<file path="src/rtl/mips_if_pkg.sv">
`default_nettype none
// ============================================================================
// Module      : mips_if_pkg
// Description : Shared definitions for the instruction fetch stage.
//               - RESET_PC / EXC_VECTOR defaults
//               - fetch state encoding {IF_RUN, IF_FAULT}
//               - ROM word-window bases and mask (text @0x0000, exc @0x8000,
//                 256 words each)
//               - buffer entry type {pc, instr}
//               - pc_is_legal(): fetch address legality check
// Revision    : 1.0 - initial release
// ============================================================================
package mips_if_pkg;

    localparam logic [31:0] C_RESET_PC     = 32'h0000_0000;
    localparam logic [31:0] C_EXC_VECTOR   = 32'h0002_0000;

    localparam logic [15:0] C_TEXT_BASE    = 16'h0000;
    localparam logic [15:0] C_EXC_BASE     = 16'h8000;
    localparam int          C_WINDOW_WORDS = 256;
    // Selects the word-index bits above the window offset.
    localparam logic [15:0] C_WINDOW_MASK  = ~16'(C_WINDOW_WORDS - 1);

    typedef enum logic [0:0] {
        IF_RUN   = 1'b0,
        IF_FAULT = 1'b1
    } if_state_e;

    typedef struct packed {
        logic [31:0] pc;
        logic [31:0] instr;
    } if_entry_t;

    // A pc is fetchable when word aligned, inside the 18-bit ROM byte space,
    // and its word index lands in either the text or the exception window.
    function automatic logic pc_is_legal(input logic [31:0] pc);
        logic [15:0] word_idx;
        logic [15:0] win;
        word_idx = pc[17:2];
        win      = word_idx & C_WINDOW_MASK;
        return (pc[1:0] == 2'b00) && (pc[31:18] == 14'd0) &&
               ((win == C_TEXT_BASE) || (win == C_EXC_BASE));
    endfunction

endpackage : mips_if_pkg
`default_nettype wire

</file>
<file path="src/rtl/if_fifo2.sv">
`default_nettype none
// ============================================================================
// Module      : if_fifo2
// Description : Two-entry FIFO of if_entry_t feeding the decode handshake.
//               The head is held in its own register so that it keeps the
//               last delivered entry when the FIFO drains or is flushed.
// Ports       : clk, rst_n      - clock, async active-low reset
//               i_push/i_data   - write entry at tail
//               i_pop           - remove head (ignored when empty)
//               i_flush         - drop all entries (wins over push/pop)
//               o_count         - occupancy 0..2
//               o_head          - current head entry
// Revision    : 1.0 - initial release
// ============================================================================
module if_fifo2
    import mips_if_pkg::*;
(
    input  logic       clk,
    input  logic       rst_n,
    input  logic       i_push,
    input  if_entry_t  i_data,
    input  logic       i_pop,
    input  logic       i_flush,
    output logic [1:0] o_count,
    output if_entry_t  o_head
);

    localparam logic [1:0] C_FULL = 2'd2;

    logic [1:0] r_count;
    if_entry_t  r_head;
    if_entry_t  r_tail;
    logic       w_pop;
    logic       w_push;

    assign w_pop  = i_pop && (r_count != 2'd0);
    // A push into a full FIFO is only accepted when the head leaves at the
    // same edge.
    assign w_push = i_push && ((r_count != C_FULL) || w_pop);

    always_ff @(posedge clk or negedge rst_n) begin
        if (!rst_n) begin
            r_count <= 2'd0;
            r_head  <= '0;
            r_tail  <= '0;
        end else if (i_flush) begin
            r_count <= 2'd0;
        end else begin
            case ({w_push, w_pop})
                2'b11: begin
                    if (r_count == C_FULL) begin
                        r_head <= r_tail;
                        r_tail <= i_data;
                    end else begin
                        r_head <= i_data;
                    end
                end
                2'b10: begin
                    if (r_count == 2'd0) begin
                        r_head <= i_data;
                    end else begin
                        r_tail <= i_data;
                    end
                    r_count <= r_count + 2'd1;
                end
                2'b01: begin
                    if (r_count == C_FULL) begin
                        r_head <= r_tail;
                    end
                    r_count <= r_count - 2'd1;
                end
                default: ;
            endcase
        end
    end

    assign o_count = r_count;
    assign o_head  = r_head;

endmodule : if_fifo2
`default_nettype wire

</file>
<file path="src/rtl/instr_fetch.sv">
`default_nettype none
// ============================================================================
// Module      : instr_fetch
// Description : Fetch stage in front of the instruction ROM. Owns the PC,
//               drives ROM address/chip select, buffers {pc, instr} in a
//               2-entry FIFO and hands them to decode over valid/ready.
//               Handles exception (highest priority) and branch redirects,
//               and enters a sticky FAULT state on an illegal fetch pc.
// Ports       : clk, rst_n                 - clock, async active-low reset
//               rom_addr, rom_cs, rom_data  - ROM interface
//               redirect_valid/redirect_pc  - branch/jump redirect
//               exc_valid                   - exception redirect, clears fault
//               if_valid/if_ready           - decode handshake
//               if_instr, if_pc             - buffer head
//               if_fault                    - sticky fetch fault
//               perf_fetch_cnt/perf_stall_cnt (only with IF_PERF_CNT_EN)
// Options     : IF_PERF_CNT_EN - adds fetch / full-stall event counters
// Revision    : 1.0 - initial release
// ============================================================================
module instr_fetch
    import mips_if_pkg::*;
#(
    parameter logic [31:0] RESET_PC   = C_RESET_PC,
    parameter logic [31:0] EXC_VECTOR = C_EXC_VECTOR,
    parameter int          BUF_DEPTH  = 2
) (
    input  logic        clk,
    input  logic        rst_n,
    output logic [15:0] rom_addr,
    output logic        rom_cs,
    input  logic [31:0] rom_data,
    input  logic        redirect_valid,
    input  logic [31:0] redirect_pc,
    input  logic        exc_valid,
    output logic        if_valid,
    input  logic        if_ready,
    output logic [31:0] if_instr,
    output logic [31:0] if_pc,
`ifdef IF_PERF_CNT_EN
    output logic [31:0] perf_fetch_cnt,
    output logic [31:0] perf_stall_cnt,
`endif
    output logic        if_fault
);

    localparam logic [1:0] C_DEPTH = 2'(BUF_DEPTH);

    if_state_e  r_state;
    if_state_e  w_state_next;
    logic [31:0] r_pc;
    logic [31:0] w_pc_next;

    logic        w_pc_legal;
    logic        w_pop;
    logic        w_fetch;
    logic        w_flush;
    logic [1:0]  w_count;
    logic [1:0]  w_occ_after_pop;
    if_entry_t   w_head;
    if_entry_t   w_push_data;

    assign w_pc_legal      = pc_is_legal(r_pc);
    assign w_pop           = if_valid && if_ready;
    // Pop only happens with count >= 1, so this cannot underflow.
    assign w_occ_after_pop = w_count - {1'b0, w_pop};

    // ------------------------------------------------------------------
    // State and PC registers
    // ------------------------------------------------------------------
    always_ff @(posedge clk or negedge rst_n) begin
        if (!rst_n) begin
            r_state <= IF_RUN;
            r_pc    <= RESET_PC;
        end else begin
            r_state <= w_state_next;
            r_pc    <= w_pc_next;
        end
    end

    // ------------------------------------------------------------------
    // Next state, next pc, fetch and flush decisions
    // ------------------------------------------------------------------
    always_comb begin
        w_state_next = r_state;
        w_pc_next    = r_pc;
        w_fetch      = 1'b0;
        w_flush      = 1'b0;
        case (r_state)
            IF_RUN: begin
                if (exc_valid) begin
                    w_pc_next = EXC_VECTOR;
                    w_flush   = 1'b1;
                end else if (redirect_valid) begin
                    // An illegal target is caught on the following cycle.
                    w_pc_next = redirect_pc;
                    w_flush   = 1'b1;
                end else if (!w_pc_legal) begin
                    w_state_next = IF_FAULT;
                end else if (w_occ_after_pop < C_DEPTH) begin
                    w_fetch   = 1'b1;
                    w_pc_next = r_pc + 32'd4;
                end
            end
            IF_FAULT: begin
                // Branch redirects are ignored here; only an exception
                // can restart fetching.
                if (exc_valid) begin
                    w_state_next = IF_RUN;
                    w_pc_next    = EXC_VECTOR;
                    w_flush      = 1'b1;
                end
            end
            default: begin
                w_state_next = IF_RUN;
            end
        endcase
    end

    // ------------------------------------------------------------------
    // Output buffer
    // ------------------------------------------------------------------
    assign w_push_data.pc    = r_pc;
    assign w_push_data.instr = rom_data;

    if_fifo2 u_fifo (
        .clk     (clk),
        .rst_n   (rst_n),
        .i_push  (w_fetch),
        .i_data  (w_push_data),
        .i_pop   (w_pop),
        .i_flush (w_flush),
        .o_count (w_count),
        .o_head  (w_head)
    );

    // ------------------------------------------------------------------
    // Outputs
    // ------------------------------------------------------------------
    // Chip select is qualified with rst_n so the ROM is idle while the
    // stage is held in reset.
    assign rom_cs   = w_fetch && rst_n;
    assign rom_addr = r_pc[17:2];
    assign if_valid = (w_count != 2'd0);
    assign if_pc    = w_head.pc;
    assign if_instr = w_head.instr;
    assign if_fault = (r_state == IF_FAULT);

`ifdef IF_PERF_CNT_EN
    // ------------------------------------------------------------------
    // Performance counters (free-running, wrap at 2^32)
    // ------------------------------------------------------------------
    logic        w_stall;
    logic [31:0] r_fetch_cnt;
    logic [31:0] r_stall_cnt;

    // Fetch was possible in every respect except buffer space.
    assign w_stall = (r_state == IF_RUN) && w_pc_legal && !exc_valid &&
                     !redirect_valid && (w_count == C_DEPTH) && !w_pop;

    always_ff @(posedge clk or negedge rst_n) begin
        if (!rst_n) begin
            r_fetch_cnt <= 32'd0;
            r_stall_cnt <= 32'd0;
        end else begin
            if (w_fetch) begin
                r_fetch_cnt <= r_fetch_cnt + 32'd1;
            end
            if (w_stall) begin
                r_stall_cnt <= r_stall_cnt + 32'd1;
            end
        end
    end

    assign perf_fetch_cnt = r_fetch_cnt;
    assign perf_stall_cnt = r_stall_cnt;
`endif

endmodule : instr_fetch
`default_nettype wire
</file>
<file path="config.mk">
export PLATFORM = sky130hd
export DESIGN_NAME = instr_fetch
export DESIGN_NICKNAME = d
export VERILOG_FILES = /design/src/rtl/mips_if_pkg.sv /design/src/rtl/if_fifo2.sv /design/src/rtl/instr_fetch.sv
export SDC_FILE = /design/constraint.sdc
export NUM_CORES = 1
export LEC_CHECK = 0
export ABC_AREA = 1
export CAP_MARGIN = 25
export CORE_MARGIN = 8
export CORE_UTILIZATION = 40
export DETAILED_ROUTE_END_ITERATION = 10
export MAX_ROUTING_LAYER = met4
export SLEW_MARGIN = 20
export SYNTH_ARGS = -nofsm -noshare
export SYNTH_HDL_FRONTEND = slang
export SYNTH_SLANG_ARGS = --single-unit
</file>
<file path="constraint.sdc">
create_clock -name clk -period 4.8 [get_ports clk]
set_input_delay 0.72 -clock clk [delete_from_list [all_inputs] [get_ports clk]]
set_output_delay 0.72 -clock clk [all_outputs]
set_load 0.01 [all_outputs]
</file>
# Yosys cells after proc, flatten, opt, wreduce, memory -nomap -nowiden
# Cells that the tools add are included.
[totals] elab_cells=75 output_inout_bits=83 input_bits=69 register_bits=163
[classes] n_reduce_logical=19 mux=29 eq_ne=13 order_cmp=1 n_bitwise=2 addsub=4
[ops] op="$mux 64" n=5
[ops] op="$pmux 64 s3" n=1
[ops] op="$mux 32" n=5
[ops] op="$pmux 64 s2" n=1
[ops] op="$pmux 32 s2" n=1
[ops] op="$add 32x3->32 const B" n=1
[ops] op="$logic_not 16->1" n=1
[ops] op="$logic_not 14->1" n=1
[ops] op="$mux 1" n=12
[ops] op="$eq 8x8->1 const B" n=1
[ops] op="$ne 4x4->1 const B" n=2
[ops] op="$reduce_and 4->1" n=2
[ops] op="$eq 2x2->1 const B" n=3
[ops] op="$logic_and 1x1->1" n=6
[ops] op="$ne 2x1->1 const B" n=3
[ops] op="$ne 2x2->1 const B" n=3
[ops] op="$reduce_bool 3->1" n=2
[ops] op="$logic_not 2->1" n=2
[ops] op="$pmux 1 s2" n=2
[ops] op="$pmux 2 s2" n=1
[ops] op="$reduce_bool 2->1" n=2
[ops] op="$reduce_and 3->1" n=1
[ops] op="$add 2x1->2 const B" n=1
[ops] op="$eq 2x1->1 const B" n=1
[ops] op="6 further kinds" n=8

# Logic depth before layout (Yosys ltp)
[logic_depth] ltp_word=13 ltp_mapped=15

# Hierarchy
# From an unflattened synthesis, not the netlist that was laid out.
[unflattened] cells_unflattened=1577 hier_area_um2=10400.0
[modules_own_cells] mod="if_fifo2" area_per_inst_um2=7618.6 cells_per_inst=1142 instances=1
[modules_own_cells] mod="instr_fetch" area_per_inst_um2=2781.4 cells_per_inst=435 instances=1

# Least setup slack after synthesis
# OpenSTA, ideal clock, no wires.
[synth_path] path_type="input-to-reg" startpoint="input port exc_valid" endpoint="register u_fifo.r_head, in the netlist u_fifo.o_head[7]" setup_ns=0.065 path_buffers=2 required_time_ns=4.735 slack_ns=2.293 arrival_ns=2.442 path_stages=12 cell_sequence="nor2_2 > inv_1 > nor2_1 > nand3_2 > inv_1 > ha_1 > clkbuf_1 > clkbuf_1 > o21ai_0 > o22ai_1 > nand3_1 > nand2_1"
[synth_via] elab_chain_len=6 elab_cells_between_ends=15 classes_between="eq/ne (5); mux (6); bitwise (1); reduce/logical (3)"
[synth_lines] element="from (decl)" line="instr_fetch.sv:34" text="input logic exc_valid,"
[synth_lines] element="$mux 1" line="instr_fetch.sv:90" text="if (exc_valid) begin"
[synth_lines] element="$mux 1" line="instr_fetch.sv:88" text="case (r_state)"
[synth_lines] element="$logic_and 1x1->1" line="if_fifo2.sv:39" text="assign w_push = i_push && ((r_count != C_FULL) || w_pop);"
[synth_lines] element="$eq 2x1->1 / $eq 2x2->1 (equally long branches)" line="if_fifo2.sv:49" text="case ({w_push, w_pop})"
[synth_lines] element="$ne 2x1->1 (no line) / $reduce_bool 3->1 (equally long branches)"
[synth_lines] element="$reduce_and 4->1 (no line)"
[synth_lines] element="to (signal assigned)" line="if_fifo2.sv:52" text="r_head <= r_tail;"
[synth_lines] element="to (signal assigned)" line="if_fifo2.sv:55" text="r_head <= i_data;"
[synth_lines] element="to (signal assigned)" line="if_fifo2.sv:60" text="r_head <= i_data;"
[synth_lines] element="to (decl)" line="if_fifo2.sv:31" text="if_entry_t r_head;"
# Parallel ways exist; a longest one is shown, timed or not.
# A chain may end at the register's enable or synchronous reset.

# Worst setup path after layout
[layout_path] startpoint="input port if_ready" endpoint="output port rom_cs"
[layout_via] elab_chain_len=9
[layout_lines] element="from (decl)" line="instr_fetch.sv:36" text="input logic if_ready,"
[layout_lines] element="$logic_and 1x1->1" line="instr_fetch.sv:63" text="assign w_pop = if_valid && if_ready;"
[layout_lines] element="$sub 2x1->2" line="instr_fetch.sv:65" text="assign w_occ_after_pop = w_count - {1'b0, w_pop};"
[layout_lines] element="$lt 2x2->1" line="instr_fetch.sv:99" text="end else if (w_occ_after_pop < C_DEPTH) begin"
[layout_lines] element="$mux 1" line="instr_fetch.sv:99"
[layout_lines] element="$mux 1" line="instr_fetch.sv:97" text="end else if (!w_pc_legal) begin"
[layout_lines] element="$mux 1" line="instr_fetch.sv:93" text="end else if (redirect_valid) begin"
[layout_lines] element="$mux 1" line="instr_fetch.sv:90"
[layout_lines] element="$mux 1" line="instr_fetch.sv:88"
[layout_lines] element="$logic_and 1x1->1" line="instr_fetch.sv:141" text="assign rom_cs = w_fetch && rst_n;"
[layout_lines] element="to (decl)" line="instr_fetch.sv:30" text="output logic rom_cs,"
# Every way passes these cells.

==> flow_results.org <==
** Setup path
- Grouping stages by cell kind, the critical path spends the most delay in buffers and inverters.
- Delay of the slowest cell on the worst path :: between 0.5 and 0.6 ns
- For the worst setup path, the data required time is 4.08 ns.
- Counting both buffers and inverters, the worst setup path holds a total of 3.
- STA classifies the critical path endpoint as an output port.
- Cell occurring most often along the worst timing path :: sky130_fd_sc_hd__clkdlybuf4s50_1
- CP cell instances :: clkdlybuf4s50_1 > inv_1 > o21ai_0 > nand3_2 > nor2_1 > clkdlybuf4s50_1
- WP data arrival :: ~2.7 ns
- For this design, the slowest cell found on the critical path is sky130_fd_sc_hd__clkdlybuf4s50_1.
- Sort of element at the start of the critical path :: primary input
- Critical path type :: in2out
- Highest fanout seen on the critical path :: 4

** Global routing
- Number of global-route vias before repair :: roughly 9k
- The first global-routing pass estimated 49730 um of wire.
- Total routing usage reported by global routing :: between 20% and 30%
- Entering global routing, the biggest net connects 72 pins.
- The initial antenna violation count was 1.
- For this run the aggregate overflow at the end of global routing stands at 0.

** Status
- The flow ran to the end, and the final reports show no timing, DRC or antenna violations.

** Placed design
- Cell Count Post-Placement :: 1811
- Gp weighted congestion :: around 0.92
- Half-perimeter wire length after detailed placement :: about 20000 um
- Worst slack, placed :: roughly 1.2 ns
- During placement, the flow inserted port buffers numbering between 150 and 200.

** Power
- Sequential cells burn roughly two fifths of the power.
- NetSw :: 1103 uW
- Power Total :: just under 4000 uW
- In this run, the combinational gates consume between 20% and 30% of the power.
- Power Internal :: around 2800 uW
- Net Sw Frac :: roughly 28%
- For this design the ratio of total power to cell area is about 330 nW/um^2.
- Per report_power, the clock group accounts for around two fifths of the total.
- The worst-case IR drop observed on VDD is between 0.15 and 0.2 mV.
- For this design the static power due to leakage is 0.005267 uW.

** Synth
- Synthesis produced a netlist with a net count of about 1.5k.
- Summing every instance area after synthesis gives between 9000 and 10000 um^2.
- For this run, asynchronously set or reset flops after synthesis account for 100.0%.
- Number of enable-type register cells in the synthesized netlist :: 0
- For this run, the leading register cell type out of synthesis is sky130_fd_sc_hd__dfrtp_1.
- Counting every instance in the synthesized netlist gives about 1.4k.
- The top cell type by area accounts for ~41% of the synthesized area.
- Number of distinct library cells after synthesis :: 34
- Ranking of synthesized cells by area :: sky130_fd_sc_hd__dfrtp_1, sky130_fd_sc_hd__nand2_1, sky130_fd_sc_hd__o22ai_1
- The synthesized design spends more area on one cell type than any other, namely sky130_fd_sc_hd__dfrtp_1.
- Synthesis inferred approximately 160 register bits.
- During synthesis, Yosys emitted a total of 0 warnings.
- A synthesized cell averages a little under 7 um^2.
- Sequential cells were found to cover between 40% and 50% of the synthesized design area.
- After synthesis, the most frequently instantiated cells are sky130_fd_sc_hd__nand2_1, sky130_fd_sc_hd__inv_1, sky130_fd_sc_hd__dfrtp_1, sky130_fd_sc_hd__nor2_1, sky130_fd_sc_hd__o21ai_0.
- Among all cell types in the netlist, the one instantiated most often is sky130_fd_sc_hd__nand2_1.

** Timing
- Setup violations remaining at the end of the flow were counted as 0.
- Setup repair after global routing left no endpoint under its margin.
- Peak Freq :: just under 0.3 GHz
- Worst-Margin Slew :: 0.9345 ns
- Maximum clock skew at final layout :: ~0.013 ns
- Setup TNS :: 0 ns
- Final hold viol count :: 0
- The final critical path takes up a little over two thirds of the cycle.
- The count of pins over their slew limit came to 0.
- Relative slew margins :: between 30% and 40%
- Worst setup slack after layout :: 1.409 ns
- The worst path in the final design needs a cycle of approximately 3.4 ns, including I/O delays and setup.

** Finish
- Antenna diodes :: 0
- Fraction of layout cells with a size suffix above 1 :: 4.545%
- At the end of the flow, the number of nets in the layout was 1580.
- Number of fillers in the final layout :: between 2k and 3k
- Non-Filler Instances :: 1842
- Area Overhead vs Synth :: 21.76%

** Min path
- HP Class :: in2async

** Detailed routing
- For this run, design rule violations remaining after detail routing come to 0.
- Total length of routed wires :: roughly 30000 um
- Dividing the detail-routed wire length by the instance count gives roughly 16 um.
- First-pass detailed-route iteration total :: 5
- The detailed router finished its first iteration with approximately 850 violations.
- Vias per std cell :: about 5
- Once detail routing completed, the nets flagged for antenna violations numbered 0.
- Routed vias :: between 9k and 10k

** Clocking
- Maximum buffer depth of the clock tree :: 2
- For this design, the CTS-stage hold fixing added 0 buffers.
- After clock tree synthesis, the clock-pin slew on the worst setup and hold paths is about 0.07 ns.
- Counting the buffers created by CTS gives 17.
- Number of setup buffers added after CTS :: 0
- Number of gates given a new drive strength after cts :: 0
- Counting every sink on the clock net gives between 150 and 200.
- Clock latency of the later-clocked register in the worst-skew pair :: approximately 0.43 ns
- Clock root buffer :: sky130_fd_sc_hd__clkbuf_16
- TritonCTS clock tree :: yes
- H-tree depth :: 4

** Floorplanning
- Pin placement for this block handled around 150 I/O pins.
- Starting utilization of the core area :: between 40% and 50%
- Number of placement rows :: 57
- The die covers around 30000 um^2.
- The die is between 150 and 200 um wide.
- Chip height :: about 170 um
- After floorplanning, the core was sized to cover about 24000 um^2.

** Run
- Max Cap Viol :: 0
==> cells by family (layout without fill, tap and decap cells) <==
kind of cell | after synthesis | after routing | synth area share (%)
compound gates | 302 | 302 | 17.23
buf+inv | 316 | 414 | 14.36
flops | 163 | 163 | 41.39
xor+xnor | 5 | 5 | 0.4443
mux | 1 | 1 | 0.1016
fa+ha+maj | 4 | 4 | 0.5078
simple gates | 629 | 629 | 25.97
==> metal layers <==
layer | share of wire [%] | up-vias | GRT usage, % | routed length (um)
met5 | 0 | - | - | 0
met4 | 1.0 | 0 | 4.348 | 313
met3 | 4.8 | 21 | 3.245 | 1465
met2 | 48 | 266 | 33.09 | 14420
met1 | 46 | 4419 | 27.74 | 14080
li1 | - | 4733 | - | -
==> through the flow <==
step / hold slack [ns] / utilization, % / area, um^2
6_report: 0.1346 / 49.49 / 12000
5_1_grt: 0.1373 / 49.49 / 12000
4_1_cts: 0.1349 / 49.41 / 11980
3_5_place_dp: 0.4583 / 46.81 / 11350
3_3_place_gp: 0.4520 / 46.81 / 11350
2_1_floorplan: 0.4244 / - / 9856
==> worst register-to-register path: cells and delay by family (launching register included) <==
| kind | cells | cell delay [ns] |
|---|---|---|
| AO/OA/AOI/OAI | 2 | 0.19 |
| flip-flops | 1 | 0.39 |
| adder cells (fa/ha/maj) | 1 | 0.28 |
| AND/OR/NAND/NOR | 6 | 1.05 |
| buffers and inverters | 3 | 0.90 |
==> registers in the layout, summed over array words and instances, names as in the netlist <==
name,flops
r_pc,32
u_fifo.r_tail,64
u_fifo.o_count,2
u_fifo.o_head,64
if_fault,1
==> power by group through the flow <==
stage | Sequential [uW] | Clock [uW] | Combinational (uW)
global placement | 1660 | 0 | 811
global route | 1660 | 1570 | 894
CTS | 1640 | 1530 | 818
finish | 1640 | 1510 | 804
floorplan | 1690 | 0 | 334
detailed placement | 1670 | 0 | 814
==> layout by cell type, fill, tap and decap left out, drive strengths merged <==
master         instances
a211oi                 1
a21oi                  6
a31oi                  1
buf                   19
bufinv                 5
clkbuf                22
clkdlybuf4s50        150
clkinv                 1
clkinvlp               1
dfrtp                163
ha                     4
inv                  216
mux2i                  1
nand2                360
nand3                105
nand4                  3
nor2                 156
nor3                   3
o21ai                165
o22ai                128
o31ai                  1
or2                    2
xor2                   5
==> final timing paths <==
kind / start / to / slack, ns / cells past startpoint
max reg2reg: r_pc[0] / u_fifo.o_head[50] / 1.88 / 12
max: if_ready / rom_cs / 1.41 / 6
min in group clk: u_fifo.o_head[39] / u_fifo.o_head[39] / 0.47 / 2
max in group asynchronous: rst_n / r_pc[20] / 3.45 / 2
min: rst_n / u_fifo.o_head[29] / 0.13 / 1
min reg2reg: u_fifo.o_head[39] / u_fifo.o_head[39] / 0.47 / 2
==> layout make-up <==
cell class	count	area (um^2)	area share, %
clock buffer	22	454.2	3.785
tap	324	405.4	3.378
multi-input combinational	941	4393	36.61
timing repair buffer	169	1685	14.04
clock inverter	8	175.2	1.460
sequential	163	4079	33.99
inverter	215	808.3	6.735
Note: power is estimated with default switching activity, not from simulation.
